`src/rtl/frame_fill_scheduler_if.sv`:
```
// Requester handshake and draw-frame write port of the fill scheduler.
// The scheduler takes the master modport; requesters and frame memory take slave.
interface frame_fill_scheduler_if #(
   parameter int NUM_REQ = 3,
   parameter int CMD_W   = 56
);
   logic [NUM_REQ-1:0]       req_valid;
   logic [NUM_REQ*CMD_W-1:0] req_cmd;
   logic [NUM_REQ-1:0]       req_ready;
   logic [NUM_REQ-1:0]       req_done;
   logic [14:0]              wr_addr;
   logic [23:0]              wr_data;
   logic                     wr_en;

   modport master (
      input  req_valid, req_cmd,
      output req_ready, req_done,
      output wr_addr, wr_data, wr_en
   );

   modport slave (
      output req_valid, req_cmd,
      input  req_ready, req_done,
      input  wr_addr, wr_data, wr_en
   );
endinterface

```
`src/rtl/frame_fill_scheduler.sv`:
```
// Round-robin rectangle fill scheduler driving the draw-frame write port.
// One pixel per permitted cycle, x inner / y outer, off-grid pixels clipped.
module frame_fill_scheduler #(
   parameter int NUM_REQ    = 3,
   parameter int GRID_W     = 16,
   parameter int GRID_H     = 12,
   parameter int BLANK_ONLY = 0,
   parameter int CMD_W      = 56
) (
   input  logic clk,
   input  logic rst,
   input  logic active_pixels,
   output logic busy,
   frame_fill_scheduler_if.master bus
);

   localparam int PW = (NUM_REQ > 1) ? $clog2(NUM_REQ) : 1;

   typedef enum logic [1:0] {
      IDLE,
      FILL,
      DONE
   } state_t;

   state_t state, state_n;

   logic [PW-1:0]      rr_ptr;
   logic [PW-1:0]      owner;
   logic [PW-1:0]      winner;
   logic               found;
   logic [NUM_REQ-1:0] grant_oh;
   logic [NUM_REQ-1:0] owner_oh;
   logic [CMD_W-1:0]   cmd;
   logic               empty;
   logic               permit;
   logic               in_grid;

   logic [23:0] color;
   logic [8:0]  x0_q;
   logic [8:0]  x_last;
   logic [8:0]  y_last;
   logic [8:0]  cur_x;
   logic [8:0]  cur_y;
   logic        drain;

   always_comb begin
      int j;
      found  = 1'b0;
      winner = '0;
      j      = 0;
      for (int i = 0; i < NUM_REQ; i++) begin
         j = int'(rr_ptr) + i;
         if (j >= NUM_REQ) j = j - NUM_REQ;
         if (!found && bus.req_valid[j]) begin
            found  = 1'b1;
            winner = PW'(j);
         end
      end
   end

   assign grant_oh = NUM_REQ'(1) << winner;
   assign owner_oh = NUM_REQ'(1) << owner;
   assign cmd      = bus.req_cmd[int'(winner)*CMD_W +: CMD_W];
   assign empty    = (cmd[23:16] == 8'd0) || (cmd[31:24] == 8'd0);
   assign permit   = (BLANK_ONLY == 0) || !active_pixels;
   assign in_grid  = (cur_x < 9'(GRID_W)) && (cur_y < 9'(GRID_H));

   assign bus.req_ready = (state == IDLE && found) ? grant_oh : '0;
   assign bus.req_done  = (state == DONE) ? owner_oh : '0;
   assign busy          = (state != IDLE);

   always_ff @(posedge clk or negedge rst) begin
      if (!rst) state <= IDLE;
      else      state <= state_n;
   end

   always_comb begin
      state_n = state;
      unique case (state)
         IDLE: if (found) state_n = empty ? DONE : FILL;
         FILL: if (drain) state_n = DONE;
         DONE: state_n = IDLE;
         default: state_n = IDLE;
      endcase
   end

   // drain holds FILL one extra cycle so the last registered write
   // is still inside FILL when it reaches the port
   always_ff @(posedge clk or negedge rst) begin
      if (!rst) begin
         rr_ptr      <= '0;
         owner       <= '0;
         color       <= '0;
         x0_q        <= '0;
         x_last      <= '0;
         y_last      <= '0;
         cur_x       <= '0;
         cur_y       <= '0;
         drain       <= 1'b0;
         bus.wr_en   <= 1'b0;
         bus.wr_addr <= '0;
         bus.wr_data <= '0;
      end else begin
         bus.wr_en <= 1'b0;
         unique case (state)
            IDLE: begin
               if (found) begin
                  owner  <= winner;
                  color  <= cmd[55:32];
                  x0_q   <= {1'b0, cmd[7:0]};
                  cur_x  <= {1'b0, cmd[7:0]};
                  cur_y  <= {1'b0, cmd[15:8]};
                  x_last <= {1'b0, cmd[7:0]} + {1'b0, cmd[23:16]} - 9'd1;
                  y_last <= {1'b0, cmd[15:8]} + {1'b0, cmd[31:24]} - 9'd1;
                  drain  <= 1'b0;
               end
            end
            FILL: begin
               if (!drain && permit) begin
                  if (in_grid) begin
                     bus.wr_en   <= 1'b1;
                     bus.wr_addr <= 15'(18'(cur_x) * 18'(GRID_H) + 18'(cur_y));
                     bus.wr_data <= color;
                  end
                  if (cur_x == x_last) begin
                     cur_x <= x0_q;
                     if (cur_y == y_last) drain <= 1'b1;
                     else                 cur_y <= cur_y + 9'd1;
                  end else begin
                     cur_x <= cur_x + 9'd1;
                  end
               end
            end
            DONE: begin
               if (owner == PW'(NUM_REQ - 1)) rr_ptr <= '0;
               else                          rr_ptr <= owner + PW'(1);
            end
            default: ;
         endcase
      end
   end

endmodule
```
`src/flat_wrapper.sv`:
```
// flat-port wrapper written by rule: the top's interface ports become plain ports
module frame_fill_scheduler_flat 
#(
   parameter int NUM_REQ    = 3,
   parameter int GRID_W     = 16,
   parameter int GRID_H     = 12,
   parameter int BLANK_ONLY = 0,
   parameter int CMD_W      = 56
)
  (clk, rst, active_pixels, busy, bus_req_valid, bus_req_cmd, bus_req_ready, bus_req_done, bus_wr_addr, bus_wr_data, bus_wr_en);
  frame_fill_scheduler_if #(.NUM_REQ(NUM_REQ), .CMD_W(CMD_W)) bus_i ();
  input  logic clk;
  input  logic rst;
  input  logic active_pixels;
  output logic busy;
  input wire logic [$bits(bus_i.req_valid)-1:0] bus_req_valid;
  input wire logic [$bits(bus_i.req_cmd)-1:0] bus_req_cmd;
  output wire logic [$bits(bus_i.req_ready)-1:0] bus_req_ready;
  output wire logic [$bits(bus_i.req_done)-1:0] bus_req_done;
  output wire logic [$bits(bus_i.wr_addr)-1:0] bus_wr_addr;
  output wire logic [$bits(bus_i.wr_data)-1:0] bus_wr_data;
  output wire logic [$bits(bus_i.wr_en)-1:0] bus_wr_en;
  assign bus_i.req_valid = bus_req_valid;
  assign bus_i.req_cmd = bus_req_cmd;
  assign bus_req_ready = bus_i.req_ready;
  assign bus_req_done = bus_i.req_done;
  assign bus_wr_addr = bus_i.wr_addr;
  assign bus_wr_data = bus_i.wr_data;
  assign bus_wr_en = bus_i.wr_en;
  frame_fill_scheduler #(.NUM_REQ(NUM_REQ), .GRID_W(GRID_W), .GRID_H(GRID_H), .BLANK_ONLY(BLANK_ONLY), .CMD_W(CMD_W)) u_core (.clk(clk), .rst(rst), .active_pixels(active_pixels), .busy(busy), .bus(bus_i));
endmodule
```
`config.mk`:
```
export PLATFORM = sky130hd
export DESIGN_NAME = frame_fill_scheduler_flat
export DESIGN_NICKNAME = d
export VERILOG_FILES = /design/src/rtl/frame_fill_scheduler_if.sv /design/src/rtl/frame_fill_scheduler.sv /design/src/flat_wrapper.sv
export SDC_FILE = /design/constraint.sdc
export NUM_CORES = 1
export LEC_CHECK = 0
export ABC_CLOCK_PERIOD_IN_PS = 5800
export CAP_MARGIN = 20
export CORE_MARGIN = 1
export CORE_UTILIZATION = 39
export DETAILED_ROUTE_END_ITERATION = 10
export GPL_TIMING_DRIVEN = 0
export HOLD_SLACK_MARGIN = 0.1
export PLACE_DENSITY = 0.7
export SYNTH_ARGS = -nofsm -noshare
export SYNTH_HDL_FRONTEND = slang
export SYNTH_SLANG_ARGS = --single-unit
```
`constraint.sdc`:
```
create_clock -name clk -period 5.8 [get_ports clk]
set_clock_uncertainty 0.1 [all_clocks]
set_input_delay 0.58 -clock clk [delete_from_list [all_inputs] [get_ports clk]]
set_output_delay 0.58 -clock clk [all_outputs]
set_load 0.02 [all_outputs]
```
==> results.sh <==
export IMPL_status="completed"
export IMPL_synth_top_family_by_area="compound AO/OA/AOI/OAI gates"
export IMPL_drive_above_1_share_pct=6.97
export IMPL_cts_tree="done"
export IMPL_holdWs_ps=364
export IMPL_setup_slack_ps=780
export IMPL_path_max_fanout=10
export IMPL_coreArea_um2=19500
export IMPL_cts_repair_resized=0
export IMPL_grt_total_usage_pct=25.1
export IMPL_gp_congestion=0.884
export IMPL_synth_cell_types=61
export IMPL_yosys_area_share_adder_pct=9.85
export IMPL_portBuffers=218
export IMPL_fmax_ghz=0.199
export IMPL_fin_crit_sh_pct=86.5
export IMPL_yosysWarningCount=0
export IMPL_diodes=0
export IMPL_layout_commonest_cell="nand2_1"
export IMPL_yosysSeqAreaShare_pct=36.6
export IMPL_avgSynthCellArea_um2=7.95
export IMPL_die_area_um2=20600
export IMPL_fillerInstances=1864
export IMPL_synth_ff_type="dfrtp_1"
export IMPL_drc_errors=0
export IMPL_setup_viol=0
export IMPL_dp_slack_ps=582
export IMPL_hpwlAfterDp_mm=19.3
export IMPL_hp_class="flip-flop to flip-flop"
export IMPL_die_h_um=143
export IMPL_cts_max_path_buffers=2
export IMPL_vias_per_cell=5.18
export IMPL_die_w_um=143
export IMPL_cts_sinks=114
export IMPL_start_util_pct=40.0
export IMPL_p_leak_nw=5.03
export IMPL_clk_pin_slew_worst_paths_ps=60
export IMPL_syn_instance_count=981
export IMPL_drv_cap=0
export IMPL_critPathKind="flip-flop to flip-flop"
export IMPL_required_ps=5980
export IMPL_synth_compound_area_share_pct=20.2
export IMPL_rows=51
export IMPL_r2r_start="u_core.rr_ptr[0]$_DFFE_PN0P_"
export IMPL_drtAntennaViolNets=0
export IMPL_boundaryPins=221
export IMPL_muxShareOfSynthArea_pct=2.09
export IMPL_tightestPinTransition_ps=679
export IMPL_final_cell_mix="nand2_1, clkdlybuf4s50_1, a21oi_1"
export IMPL_critPathLaunch="u_core.rr_ptr[0]$_DFFE_PN0P_"
export IMPL_drt_iter0_markers=435
export IMPL_h_tree_depth=4
export IMPL_grt_first_pass_wirelength_mm=39.3
export IMPL_synth_xor_area_share_pct=5.95
export IMPL_cp_end_kind="flip-flop"
export IMPL_period_needed_ps=5020
export IMPL_instances_no_fill=1498
export IMPL_num_vias=7762
export IMPL_antenna_found_initial=0
export IMPL_finalNetCount=1453
export IMPL_synth_fp_nets=1214
export IMPL_cp_arrival_ps=5200
export IMPL_synth_simple_area_share_pct=19.7
export IMPL_finalHoldViolCount=0
export IMPL_grt_max_degree=67
export IMPL_drt_total_wl_mm=24.8
export IMPL_finalSetupTns_ps=0
export IMPL_cts_root_buf="clkbuf_16"
export IMPL_startpoint_type="flip-flop"
export IMPL_cts_buffers=17
export IMPL_postSynth_asyncResetShare_pct=100
export IMPL_total_power_w=0.00802
export IMPL_first_global_vias=7553
export IMPL_grt_ovfl_total=0
export IMPL_dr_pass1_iters=5
export IMPL_min_from="u_core.bus.wr_data[16]$_DFFE_PN0P_"
export IMPL_synth_edf_count=0
export IMPL_drv_slew=0
export IMPL_ys_ff_latch=114
export IMPL_syn_to_final_growth_pct=40.4
export IMPL_clkLatencyLatePin_ps=420
export IMPL_worst_slew_margin_rel_pct=54.8
export IMPL_power_density_nw_per_um2=733
export IMPL_wire_per_inst_um=16.6
export IMPL_rsz0062_at_grt="no"
export IMPL_dpl_cell_count=1465
export IMPL_syn_area_um2=7800
export IMPL_peakVddDrop_uv=346
-- routing by layer --
metal | vias up | share of wire (%) | routed length (um) | GRT usage [%]
met3 | 38 | 6.5 | 1620 | 5.43
met1 | 3635 | 44 | 11000 | 33.4
met5 | - | 0 | 0 | 0
met4 | 0 | 2.0 | 503 | 7.95
met2 | 278 | 47 | 11700 | 40.5
li1 | 3811 | - | - | -
-- sequential cells by signal, indices dropped and copies added (netlist names), 8 cells and up --
signal,flops
u_core.bus.wr_data,24
u_core.color,24
u_core.bus.wr_addr,14
u_core.cur_x,9
u_core.cur_y,9
u_core.x_last,9
u_core.y_last,9
u_core.x0_q,8
-- worst max-delay path, stage by stage (launching register included) --
cell and delay (ps):
dfrtp_1 390, inv_1 80, ha_1 390, mux2i_1 220, o22a_1 150, buf_2 200, nand3_1 320, nand2_1 310
buf_2 330, nand2_1 90, a21oi_1 160, a21oi_2 80, ha_1 350, inv_1 60, ha_1 290, a21o_1 190
a21oi_1 220, o21bai_1 100, a21oi_1 240, o21bai_1 100, a21oi_1 170, xor2_1 220, o21ai_0 100
-- cell usage after synthesis (3+ instances only) --
| cell type | count | area (um^2) |
|---|---|---|
| clkbuf_1 | 28 | 105 |
| a21o_1 | 10 | 75.1 |
| dfrtp_1 | 114 | 2850 |
| a31o_2 | 10 | 87.6 |
| o21ai_0 | 79 | 395 |
| inv_1 | 54 | 203 |
| o2bb2ai_1 | 3 | 26.3 |
| a21oi_1 | 125 | 626 |
| nor2_1 | 35 | 131 |
| nor4_1 | 4 | 25.0 |
| and3_1 | 3 | 18.8 |
| fa_1 | 4 | 80.1 |
| buf_2 | 15 | 75.1 |
| nand2b_1 | 5 | 31.3 |
| o21a_1 | 3 | 22.5 |
| nor2b_1 | 5 | 31.3 |
| mux2i_1 | 5 | 50.1 |
| buf_1 | 4 | 15.0 |
| nand2_1 | 262 | 983 |
| nor3_1 | 6 | 30.0 |
| o21bai_1 | 9 | 67.6 |
| a22o_1 | 4 | 35.0 |
| nand4_1 | 9 | 56.3 |
| ha_1 | 55 | 688 |
| xor2_1 | 28 | 245 |
| and2_1 | 3 | 18.8 |
| nand3_1 | 22 | 110 |
| xnor2_1 | 25 | 219 |
| mux2_2 | 10 | 113 |
-- logic make-up (layout without fill, tap and decap cells) --
family          count (synthesis)  after routing
simple gates                  365            365
compound gates                269            269
flops                         114            114
buf+inv                       105            357
fa+ha+maj                      59             59
xor+xnor                       53             53
mux                            15             15
other cells                     1              1
-- cell type report --
class | instances | area, um^2 | share of cell area [%]
Buffer | 51 | 233 | 2.12
Sequential cell | 114 | 2850 | 26.0
Inverter | 54 | 203 | 1.85
Clock inverter | 15 | 174 | 1.59
Multi-Input combinational cell | 762 | 4510 | 41.2
Tap cell | 265 | 332 | 3.03
Timing Repair Buffer | 220 | 2220 | 20.3
Clock buffer | 17 | 425 | 3.88
-- power by group --
group	switching [W]	internal [W]	total, W
Combinational	0.00319	0.00237	0.00556
Clock	0.000422	0.000644	0.00107
Sequential	0.000284	0.00112	0.00140
-- final timing paths --
check / end / slack (ps) / cells after the start
max reg2reg: u_core.x_last[8]$_DFFE_PN0P_ / 780 / 22
min: u_core.bus.wr_data[16]$_DFFE_PN0P_ / 360 / 2
min reg2reg: u_core.bus.wr_data[16]$_DFFE_PN0P_ / 360 / 2
max: u_core.x_last[8]$_DFFE_PN0P_ / 780 / 22
max in group asynchronous: u_core.bus.wr_data[7]$_DFFE_PN0P_ / 4330 / 3
min in group asynchronous: u_core.x0_q[6]$_DFFE_PN0P_ / 580 / 2
-- through the flow --
| step | cell area, um^2 | utilization [%] |
|---|---|---|
| final | 11000 | 56.1 |
| after global routing | 11000 | 56.1 |
| after CTS | 11000 | 56.1 |
| after detailed placement | 10300 | 53.0 |
| after global placement | 10300 | 52.8 |
| after floorplan | 7800 | - |
-- repair_timing --
| action | CTS | global route |
|---|---|---|
| hold buffers | 1 | 0 |
| hold endpoints to repair | 48 | 0 |
| setup buffers | 0 | 0 |
Power figures use the tool's default switching activity.
